`src/rtl/periwinkle_pkg.sv`:
```
// Shared definitions for the data-memory arbiter: FSM encoding and default sizing.
package periwinkle_pkg;

  typedef enum logic [1:0] {
    StUnlocked = 2'd0,
    StLocked0  = 2'd1,
    StLocked1  = 2'd2
  } arb_state_e;

  localparam int unsigned DefAddrW   = 8;
  localparam int unsigned DefLockMax = 16;

endpackage

```
`src/rtl/rr_arb2.sv`:
```
// Two-way combinational round-robin arbiter; the port that did not win last time wins a conflict.
module rr_arb2 (
  input  logic [1:0] req_i,
  input  logic       last_grant_i,
  output logic [1:0] gnt_o
);

  always_comb begin
    gnt_o[0] = req_i[0] & (~req_i[1] | last_grant_i);
    gnt_o[1] = req_i[1] & (~req_i[0] | ~last_grant_i);
  end

endmodule

```
`src/rtl/datamem_arbiter.sv`:
```
// Two-port data-memory arbiter with round-robin fairness, bounded exclusive locks and a
// one-entry read-response tag that routes synchronous read data back to its requester.
module datamem_arbiter
  import periwinkle_pkg::*;
#(
  parameter int unsigned ADDR_W   = DefAddrW,
  parameter int unsigned LOCK_MAX = DefLockMax
) (
  input  logic              i_clk,
  input  logic              i_rst,
  input  logic              i_req_0,
  input  logic              i_req_1,
  input  logic              i_we_0,
  input  logic              i_we_1,
  input  logic [ADDR_W-1:0] i_addr_0,
  input  logic [ADDR_W-1:0] i_addr_1,
  input  logic [31:0]       i_wdata_0,
  input  logic [31:0]       i_wdata_1,
  input  logic              i_lock_0,
  input  logic              i_lock_1,
  output logic              o_gnt_0,
  output logic              o_gnt_1,
  output logic              o_rvalid_0,
  output logic              o_rvalid_1,
  output logic [31:0]       o_rdata_0,
  output logic [31:0]       o_rdata_1,
  output logic              o_mem_en,
  output logic              o_mem_we,
  output logic [ADDR_W-1:0] o_mem_addr,
  output logic [31:0]       o_mem_wdata,
  input  logic [31:0]       i_mem_rdata
);

  localparam int unsigned CntW = (LOCK_MAX > 1) ? $clog2(LOCK_MAX) : 1;
  localparam logic [CntW-1:0] CntLast = CntW'(LOCK_MAX - 1);

  arb_state_e      state_q, state_d;
  logic            last_q, last_d;
  logic [CntW-1:0] cnt_q, cnt_d;
  logic            rd_pend_q, rd_pend_d;
  logic            rd_tag_q, rd_tag_d;

  logic [1:0] rr_gnt;
  logic [1:0] gnt;
  logic       xfer;
  logic       sel;
  logic       sel_lock;

  rr_arb2 u_rr_arb2 (
    .req_i        ({i_req_1, i_req_0}),
    .last_grant_i (last_q),
    .gnt_o        (rr_gnt)
  );

  always_comb begin
    gnt = 2'b00;
    unique case (state_q)
      StUnlocked: gnt = rr_gnt;
      StLocked0:  gnt = {1'b0, i_req_0};
      StLocked1:  gnt = {i_req_1, 1'b0};
      default:    gnt = 2'b00;
    endcase
  end

  assign xfer     = |gnt;
  assign sel      = gnt[1];
  assign sel_lock = sel ? i_lock_1 : i_lock_0;

  assign o_gnt_0     = gnt[0];
  assign o_gnt_1     = gnt[1];
  assign o_mem_en    = xfer;
  assign o_mem_we    = xfer & (sel ? i_we_1 : i_we_0);
  assign o_mem_addr  = sel ? i_addr_1 : i_addr_0;
  assign o_mem_wdata = sel ? i_wdata_1 : i_wdata_0;

  always_comb begin
    state_d   = state_q;
    cnt_d     = cnt_q;
    last_d    = xfer ? sel : last_q;
    rd_pend_d = xfer & ~o_mem_we;
    rd_tag_d  = sel;
    unique case (state_q)
      StUnlocked: begin
        if (xfer && sel_lock) begin
          state_d = sel ? StLocked1 : StLocked0;
          cnt_d   = '0;
        end
      end
      StLocked0, StLocked1: begin
        // Timeout wins over the lock input and hands the next conflict to the other port.
        if (cnt_q == CntLast) begin
          state_d = StUnlocked;
          cnt_d   = '0;
          last_d  = (state_q == StLocked1);
        end else if (!((state_q == StLocked1) ? i_lock_1 : i_lock_0)) begin
          state_d = StUnlocked;
          cnt_d   = '0;
        end else begin
          cnt_d = cnt_q + 1'b1;
        end
      end
      default: begin
        state_d = StUnlocked;
        cnt_d   = '0;
      end
    endcase
  end

  always_ff @(posedge i_clk or posedge i_rst) begin
    if (i_rst) begin
      state_q   <= StUnlocked;
      last_q    <= 1'b1;
      cnt_q     <= '0;
      rd_pend_q <= 1'b0;
      rd_tag_q  <= 1'b0;
    end else begin
      state_q   <= state_d;
      last_q    <= last_d;
      cnt_q     <= cnt_d;
      rd_pend_q <= rd_pend_d;
      rd_tag_q  <= rd_tag_d;
    end
  end

  assign o_rvalid_0 = rd_pend_q & ~rd_tag_q;
  assign o_rvalid_1 = rd_pend_q & rd_tag_q;
  assign o_rdata_0  = o_rvalid_0 ? i_mem_rdata : 32'h0;
  assign o_rdata_1  = o_rvalid_1 ? i_mem_rdata : 32'h0;

endmodule

```
`config.mk`:
```
export PLATFORM = sky130hd
export DESIGN_NAME = datamem_arbiter
export DESIGN_NICKNAME = d
export VERILOG_FILES = /design/src/rtl/periwinkle_pkg.sv /design/src/rtl/rr_arb2.sv /design/src/rtl/datamem_arbiter.sv
export SDC_FILE = /design/constraint.sdc
export NUM_CORES = 1
export LEC_CHECK = 0
export ABC_AREA = 1
export CAP_MARGIN = 5
export CORE_AREA = 2 2 89 91
export DETAILED_ROUTE_END_ITERATION = 10
export DIE_AREA = 0 0 91 93
export GPL_ROUTABILITY_DRIVEN = 0
export PLACE_DENSITY = 0.71
export SLEW_MARGIN = 0
export SYNTH_ARGS = -nofsm -noshare
export SYNTH_HDL_FRONTEND = slang
export SYNTH_SLANG_ARGS = --single-unit
```
`constraint.sdc`:
```
create_clock -name i_clk -period 1.9 [get_ports i_clk]
set_input_delay 0.38 -clock i_clk [delete_from_list [all_inputs] [get_ports i_clk]]
set_output_delay 0.38 -clock i_clk [all_outputs]
set_load 0.02 [all_outputs]
```
==> impl_results.md <==
- Min Tclk post-route: between 2000 and 2500 ps
- Cell area reported after detailed placement: between 4000 and 5000 µm²
- Pin count of the biggest net entering global routing: 34
- Row count: 32
- Count of cell types in the netlist: 20
- Antenna violations before repair: 0
- Combinational Power Share: between 80% and 90%
- Cell chosen for the clock root: sky130_fd_sc_hd__clkbuf_8
- Ys async rst share: 100%
- Critical Path Source Type: flip-flop
- Count of vias placed by the detailed router: 2,809
- Cell area after layout: about 4400 µm²
- Post-DRT Antenna Nets: 0
- Status: complete, but fails checks
- Area of the mapped netlist: 1490 µm²
- TritonCTS clock tree: done
- First drt pass iteration count: 4
- WP data required: 1520 ps
- Net switching power: between 2000 and 2500 µW
- Count of routing violations after the opening detailed-route iteration: 77
- Final nets: approximately 700
- Largest fanout on the critical path: 7
- Path class of the lowest-slack min-delay path: input port to asynchronous set/reset pin
- Routed wire length per instance: roughly 12 µm
- Hold Buf Count CTS: 0
- Die H: approximately 93 µm
- Clock buffer count from CTS: 3
- Area added between synthesis and finish: 198%
- Crit. End Element: output port
- Total number of H-tree levels: 1
- GRT Resource Usage Total: ~17%
- Max-slew headroom: between 70% and 80%
- Sequential fraction of the synthesis area: between 15 and 20%
- Met2 Usage GRT: 33.2%
- Max Clock Skew: 3.05 ps
- Reg2Reg Setup Slack: about 110 ps
- Peak supply drop: 0.554 mV
- Synthesized area divided by synthesized cell count: approximately 4.7 µm²
- Path type of the worst setup path: flip-flop to output port
- Number of standard cells after synthesis: 320
- Core box area: approximately 7500 µm²
- YS warnings: 0
- Clk slew on worst S/H paths: 50 ps
- Number of endpoints failing setup at the final stage: between 40 and 50
- Total power density per cell area: slightly above 1000 nW/µm²
- Power after layout: ~4600 µW
- Clock Latency Late Sink: ~240 ps
- Startpoint of the worst register-to-register path: state_q[1]
- FF-to-FF path depth: 14
- Count of flip-flops with a built-in enable after synthesis: 0
- Hold Vio Cnt, Final: 0
- Global-route layer with the greatest usage: met2
- Final worst slack: -204 ps
- Arrival @ worst endpoint: roughly 1700 ps
- Most used DFF post-synth: sky130_fd_sc_hd__dfrtp_1
- Grt total ovfl: 0
- Cell-internal power: 2340 µW
- Net Sw Frac: between 40% and 50%
- Share of the clock period used by the worst path: 111%
- Actual transition at the worst max-transition pin: about 360 ps
- Number of register bits inferred by synthesis: 9
- Clock sink count: 9
- Achievable frequency: about 480 MHz
- Met3 global-route usage: between 4 and 5%
- Setup repair after global routing missed its margin: yes
- Worst setup slack before clock tree synthesis: -788 ps
- Ports placed on the boundary: 230
- Fraction of final layout cells sized beyond drive strength 1: between 20% and 30%
- End-of-flow core utilization: about three fifths
- Number of antenna diodes: 0
- Destination of the worst register-to-register timing path: state_q[0]
- Effective utilization at floorplan: between 10% and 20%
- Violations in the final reports: negative setup slack
- Drt total wl: 8290 µm
- # Max-Cap Violations: 0
- Fraction of power consumed by the clock network: approximately 5%
- Standby leakage power: between 0.002 and 0.0025 µW
- Die footprint: 8460 µm²
- Wire length of the first global-routing pass: around 12,000 µm
- Buffers on Ports: 229
- Drt via density: approximately 4.2
- Met1 track utilization from global routing: 17.3%
- Number of global-route vias before repair: approximately 2,600
- DRC violations left: 0
- Chip width: between 90 and 100 µm
- Mapped Nets: between 400 and 500
- Half-perimeter wire length after detailed placement: 6530 µm
- Longest Clk Path Bufs: 2
- Max-slew violation count: 0
- Reg power frac: about 7%
[worst max-delay path: stages (launching register included)]
cell and delay, ps:
sky130_fd_sc_hd__dfrtp_2 450, sky130_fd_sc_hd__inv_2 100, sky130_fd_sc_hd__ha_4 160, sky130_fd_sc_hd__nand2_4 50, sky130_fd_sc_hd__nand2_4 80, sky130_fd_sc_hd__nand2_8 80, sky130_fd_sc_hd__buf_12 150, sky130_fd_sc_hd__clkbuf_16 160
sky130_fd_sc_hd__nand2_2 60, sky130_fd_sc_hd__nand2_2 50, sky130_fd_sc_hd__buf_6 120
[cell usage in the layout, fill, tap and decap left out]
| cell | Yosys | routed |
|---|---|---|
| sky130_fd_sc_hd__a21oi_2 | 0 | 1 |
| sky130_fd_sc_hd__a31oi_1 | 1 | 1 |
| sky130_fd_sc_hd__buf_12 | 0 | 7 |
| sky130_fd_sc_hd__buf_4 | 0 | 14 |
| sky130_fd_sc_hd__buf_6 | 0 | 51 |
| sky130_fd_sc_hd__clkbuf_1 | 10 | 1 |
| sky130_fd_sc_hd__clkbuf_16 | 0 | 3 |
| sky130_fd_sc_hd__clkbuf_2 | 0 | 17 |
| sky130_fd_sc_hd__clkbuf_8 | 0 | 3 |
| sky130_fd_sc_hd__clkdlybuf4s15_1 | 0 | 14 |
| sky130_fd_sc_hd__clkdlybuf4s50_1 | 0 | 117 |
| sky130_fd_sc_hd__clkinv_8 | 0 | 1 |
| sky130_fd_sc_hd__dfrtp_1 | 8 | 6 |
| sky130_fd_sc_hd__dfrtp_2 | 0 | 2 |
| sky130_fd_sc_hd__dfstp_2 | 1 | 1 |
| sky130_fd_sc_hd__dlygate4sd2_1 | 0 | 33 |
| sky130_fd_sc_hd__dlymetal6s2s_1 | 0 | 3 |
| sky130_fd_sc_hd__ha_1 | 5 | 2 |
| sky130_fd_sc_hd__ha_4 | 0 | 3 |
| sky130_fd_sc_hd__inv_1 | 48 | 42 |
| sky130_fd_sc_hd__inv_2 | 0 | 5 |
| sky130_fd_sc_hd__inv_4 | 0 | 1 |
| sky130_fd_sc_hd__nand2_1 | 145 | 103 |
| sky130_fd_sc_hd__nand2_2 | 5 | 39 |
| sky130_fd_sc_hd__nand2_4 | 1 | 8 |
| sky130_fd_sc_hd__nand2_8 | 0 | 1 |
| sky130_fd_sc_hd__nand3_1 | 8 | 8 |
| sky130_fd_sc_hd__nand3b_1 | 1 | 1 |
| sky130_fd_sc_hd__nor2_1 | 76 | 75 |
| sky130_fd_sc_hd__nor2_4 | 0 | 1 |
| sky130_fd_sc_hd__nor3_1 | 1 | 1 |
| sky130_fd_sc_hd__o21ai_0 | 1 | 1 |
| sky130_fd_sc_hd__o21ai_1 | 1 | 1 |
| sky130_fd_sc_hd__or2_2 | 1 | 1 |
| sky130_fd_sc_hd__xor2_1 | 1 | 1 |
[timing repair]
| action | CTS | global route |
|---|---|---|
| cloned | 1 | 3 |
| gates resized for setup | 289 | 171 |
| pin swaps | 3 | 31 |
| setup endpoints to repair | 107 | 81 |
| setup buffers | 1 | 4 |
[power groups by stage]
stage                     registers, µW  clock network, µW  logic, µW
final                               322                230       4060
after CTS                           307                234       3400
after global placement              303                  0       3480
after detailed placement            307                  0       3530
after floorplan                     296                  0       1690
after global routing                333                243       4340
[cells in the mapped netlist (4+ instances only)]
| cell | count | area share, % |
|---|---|---|
| sky130_fd_sc_hd__clkbuf_1 | 10 | 2.5 |
| sky130_fd_sc_hd__nand3_1 | 8 | 2.7 |
| sky130_fd_sc_hd__ha_1 | 5 | 4.2 |
| sky130_fd_sc_hd__nand2_1 | 145 | 36 |
| sky130_fd_sc_hd__inv_1 | 48 | 12 |
| sky130_fd_sc_hd__buf_2 | 4 | 1.3 |
| sky130_fd_sc_hd__nor2_1 | 76 | 19 |
| sky130_fd_sc_hd__dfrtp_1 | 8 | 13 |
| sky130_fd_sc_hd__nand2_2 | 5 | 2.1 |
[cell families (layout without fill, tap and decap cells)]
family                     after synthesis  in the layout  share of synthesized area (%)
buffers and inverters                   63            312                           16.2
and+or+nand+nor                        238            238                           62.4
AOI/OAI and AO/OA                        4              4                           1.43
DFF                                      9              9                           15.2
xor gates and xnor gates                 1              1                          0.587
adders and majority gates                5              5                           4.19
[worst max-delay path by stage]
stage | from | end | slack, ps | cells after the start
after floorplan | state_q[0] | o_mem_wdata[22] | 40 | 9
after global placement | i_req_1 | o_mem_wdata[7] | -770 | 9
after detailed placement | i_req_1 | o_mem_wdata[7] | -790 | 9
after CTS | state_q[0] | o_mem_wdata[11] | -230 | 10
after global routing | state_q[1] | o_mem_we | -260 | 11
final | state_q[1] | o_mem_wdata[28] | -200 | 10
[metal layers]
metal	vias up	part of all wire, %
li1	1414	-
met1	1233	34
met2	149	54
met3	13	9.9
met4	0	1.9
met5	-	0
[registers in the layout, summed over array words and instances (netlist names)]
signal and count:
rd_pend_q 1, state_q 2, rd_tag_q 1, last_q 1
cnt_q 4
[cell type report]
| type | count | area (µm²) |
|---|---|---|
| clock buffers | 4 | 45.0 |
| fillers | 704 | 3080 |
| inverters | 49 | 199 |
| multi-input cells | 248 | 1230 |
| flip-flops and latches | 9 | 229 |
| well taps | 102 | 128 |
| repair buffers | 259 | 2620 |
[stage by stage]
stage / hold WS, ps / cells / TNS (ps)
floorplan: 207 / 320 / 0
global placement: 521 / 659 / -34670
detailed placement: 528 / 659 / -35740
CTS: 424 / 665 / -8170
global route: 465 / 671 / -9630
finish: 412 / 671 / -7090
Power figures use the tool's default switching activity.
==> RTL edit 1: new RTL, config.mk and constraints unchanged <==
The package constant `DefAddrW` goes from 8 to 6.
--- a/src/rtl/periwinkle_pkg.sv
+++ b/src/rtl/periwinkle_pkg.sv
@@ -8,5 +8,5 @@
   } arb_state_e;
 
-  localparam int unsigned DefAddrW   = 8;
+  localparam int unsigned DefAddrW   = 6;
   localparam int unsigned DefLockMax = 16;
 
Ports: changed (resized i_addr_0, i_addr_1 and o_mem_addr); port bits go from 230 to 224. The function was not compared with the original's and may differ.
==> RTL edit 1 against the original RTL <==
Wire length grew 6.2%; highest routed layer unchanged; total power shrank 2.3%; worst setup slack gained 4.2 ps; sequential power shrank 3%; sequential cell count is the same; critical path type unchanged; combinational power shrank 2%; area after synthesis shrank 1.3%; global-route usage grew 1.8 points; the flow still finishes with violations (negative setup slack); design area shrank 2.8%; largest cell class unchanged; cell count shrank 1.9%.
==> RTL edit 1: results (changes against the original RTL) <==
----------------------------------------------------
[Placement]
  Pre-CTS setup slack ... -727 ps (+61.0 ps)
  HPWL reported at the end of detailed placement ... 6.75 mm (+3.4%)
  Number of port buffers ... 223 (-2.6%)

[Power]
  Total sequential power ... 311 uW (-3%)
  Switching Fraction ... 50.1% (+0.80 points)
  Static power due to leakage ... 0.00244 uW (-1.8%)
  Maximum VDD drop ... 0.525 mV (-5.3%)

[STA]
  PnR worst setup slack ... -200 ps (+4.23 ps)
  Final-report setup violation count ... 42 (-4.5%)
  Worst clock skew on the final layout ... 1.02 ps (-2.03 ps)
  Setup tns final ... -6320 ps (+768 ps)

[Synth]
  Xor-xnor portion of the synthesized cell area ... 0.595% (+0.0075 points)
  Commonest cells in the netlist ... nand2_1 (139), nor2_1 (76), inv_1 (48), clkbuf_1 (9)
  Number of nets produced by synthesis ... 435 (-2.2%)
  Register area share after synthesis ... 15.4% (+0.19 points)
  Largest cells by area after synthesis ... nand2_1 (35%), nor2_1 (19%), dfrtp_1 (14%)
  Fraction of the mapped netlist area in compound gates ... 1.44% (+0.018 points)
  Distinct cell type count after synthesis ... 21 (+5.0%)

[Global routing]
  Vias in the first global route ... 2803 (+7.1%)
  First-pass GRT wire length ... 13.0 mm (+9.1%)
  Overall global routing resource usage ... 18.7% (+1.8 points)

[Drt]
  Initial DRC Count ... 106 (+38%)
  Routed wirelength normalized by instance count ... 13.4 um (+8.3%)
  Routed vias/inst ... 4.28 (+2.3%)

[Layout]
  Layout non-clock buf frac ... 58.0% (-0.88 points)
  Non-clock buffer count in the final layout ... 252 (-2.7%)
  Fillers ... 718 (+2.0%)
  Clock-cell share of area ... 1.04% (+0.029 points)
  Area taken by flip-flops and latches ... 228 sq um (-0.55%)
  Comb_multi_in ... 242 (-2.4%)
  Proportion of cell area occupied by multi-input gates ... 28.3% (+0.70 points)

[Worst setup path]
  CP Launch Point ... state_q[0]$_DFFE_PP0P_
  Biggest cell delay along the critical path ... 420 ps (-30 ps)

[Status]
  Status ... complete, but fails checks
  Violated checks ... negative setup slack

----------------------------------------------------
==> RTL edit 1: changes by cell type in the layout (fill, tap and decap cells not counted), sizes merged, moves of 2 or more <==
cell | unedited run | this run
buf | 72 | 70
clkbuf | 24 | 22
clkdlybuf4s15 | 14 | 10
clkdlybuf4s50 | 117 | 113
dlygate4sd2 | 33 | 39
nand2 | 151 | 145
==> RTL edit 1: metrics by stage <==
stage / power (uW) / hold WS (ps) / instances
2_1_floorplan: 1950 / 207 / 314
3_3_place_gp: 3660 / 516 / 645
3_5_place_dp: 3700 / 521 / 645
4_1_cts: 4450 / 422 / 656
5_1_grt: 4790 / 439 / 658
6_report: 4500 / 413 / 658
==> RTL edit 1: metal layers <==
layer	routed length (um)	global-route usage [%]	vias up
li1	-	-	1387
met1	3090	17.9	1264
met2	4820	39.6	153
met3	712	3.87	14
met4	186	5.43	0
met5	0	0	-
==> RTL edit 1: critical path: cells and delay by family (launching register included) <==
kind,cells,cell delay (ps)
buffers and inverters,4,570
DFF,1,420
and+or+nand+nor,5,310
adders and majority gates,1,170
==> RTL edit 1: timing repair <==
item / in CTS / in global routing
setup buffers: 5 / 4
resized for setup: 394 / 57
setup endpoints to repair: 106 / 73
hold endpoints to repair: 0 / 0
cloned: 3 / 1
pin swaps: 20 / 4
==> RTL edit 1: final timing paths <==
path | slack [ps] | cells past startpoint | end
max in group asynchronous | 1180 | 2 | last_q$_DFF_PP1_
setup reg to reg | 110 | 13 | state_q[0]$_DFFE_PP0P_
hold / removal | 410 | 2 | rd_tag_q$_DFF_PP0_
min in group i_clk | 540 | 2 | cnt_q[1]$_DFFE_PP0P_
setup / recovery | -200 | 10 | o_mem_wdata[5]
hold reg to reg | 540 | 2 | cnt_q[1]$_DFFE_PP0P_
==> RTL edit 2: new RTL, config.mk and constraints unchanged <==
Without the edit above. The 3 states of `arb_state_e` get a one-hot encoding in 3 bits.
--- a/src/rtl/periwinkle_pkg.sv
+++ b/src/rtl/periwinkle_pkg.sv
@@ -2,8 +2,8 @@
 package periwinkle_pkg;
 
-  typedef enum logic [1:0] {
-    StUnlocked = 2'd0,
-    StLocked0  = 2'd1,
-    StLocked1  = 2'd2
+  typedef enum logic [2:0] {
+    StUnlocked = 3'b001,
+    StLocked0  = 3'b010,
+    StLocked1  = 3'b100
   } arb_state_e;
 
Function: no difference found for any inputs over 10 cycles, from zero or initial values and one cycle with i_rst high; not proved beyond that.
==> RTL edit 2 against the original RTL <==
Area after synthesis is 10% higher; worst setup slack improved by 16 ps; design area increased by 7.3%; sequential cell count rose by 1; wire length rose by 22%; sequential share of layout area up 0.15 points; highest routed layer unchanged; combinational power rose by 14%; hold slack improved by 33 ps; total power grew 13%; non-clock buffer count rose by 17; the flow still finishes with violations (negative setup slack); maximum frequency up 0.78%.
==> RTL edit 2: results (changes against the original RTL) <==
----------------------------------------------------
[Synth]
  Distinct cell type count after synthesis ... 22 (+10%)
  Largest cells by area after synthesis ... nand2_1 (23%), nor2_1 (17%), nand3_1 (15%)
  Average size of a mapped cell ... 5.07 sq um (+8.8%)
  Fraction of the mapped netlist area in compound gates ... 2.74% (+1.3 points)
  Commonest cells in the netlist ... nand2_1 (101), nor2_1 (73), nand3_1 (48), inv_1 (47), clkbuf_1 (10)

[Clock network]
  Post-cts resize count ... 384 (+33%)
  Post-CTS Setup Repair Bufs ... 14 (+13)

[Global routing]
  Global routing met2 resource utilization ... 41.5% (+8.3 points)
  Vias in the first global route ... 3091 (+18%)
  Overall global routing resource usage ... 21.1% (+4.1 points)
  Fraction of met3 tracks used by global routing ... 5.24% (+0.56 points)

[Layout]
  Seq Cell Count ... 10 (+1)
  Clock-cell share of area ... 0.866% (-0.15 points)
  Proportion of cell area occupied by multi-input gates ... 28.0% (+0.45 points)
  Inverters excl. clock ... 48 (-2.0%)
  Fraction of layout cells with a size suffix above 1 ... 33.3% (+5.3 points)
  Sequential share of cell area ... 5.30% (+0.15 points)

[Status]
  Status ... complete, but fails checks
  Violated checks ... negative setup slack

[Power]
  Cell Pwr Density ... 1090 nW/um^2 (+5.2%)
  Static power due to leakage ... 0.00261 uW (+4.9%)
  Tot Pwr ... 5200 uW (+13%)

[Drt]
  DR WL met3 ... 821 um (+0.12%)
  Wl on met1 ... 3.77 mm (+33%)
  Initial DRC Count ... 106 (+38%)
  Via count ... 3076 (+9.5%)

[STA]
  PnR worst setup slack ... -188 ps (+16.3 ps)
  Final-report setup violation count ... 46 (+4.5%)

[Worst setup path]
  Highest net fanout along the worst path ... 8 (+1)

[Placement]
  HPWL reported at the end of detailed placement ... 6.89 mm (+5.5%)
  Inst Count DP ... 658 (-0.15%)

----------------------------------------------------
[RTL edit 2: changes by cell type after synthesis, moves of 3 or more]
cell / unedited run / this run
a21oi_1: 1 / 5
buf_6: 0 / 4
ha_1: 5 / 1
nand2_1: 145 / 101
nand2_2: 5 / 1
nand3_1: 8 / 48
nand4_1: 0 / 6
nor2_1: 76 / 73
o21ai_0: 1 / 4
[RTL edit 2: final timing paths]
kind	start	endpoint	slack (ps)	depth (start not counted)
worst max register to register	state_q[0]$_DFFE_PP1P_	state_q[1]$_DFFE_PP0P_	-20	13
worst max-delay path	state_q[0]$_DFFE_PP1P_	o_mem_wdata[2]	-190	9
worst min register to register	cnt_q[0]$_DFFE_PP0P_	cnt_q[0]$_DFFE_PP0P_	520	1
min in group i_clk	cnt_q[0]$_DFFE_PP0P_	cnt_q[0]$_DFFE_PP0P_	520	1
worst min-delay path	i_rst	rd_pend_q$_DFF_PP0_	450	2
max in group asynchronous	i_rst	last_q$_DFF_PP1_	1130	2
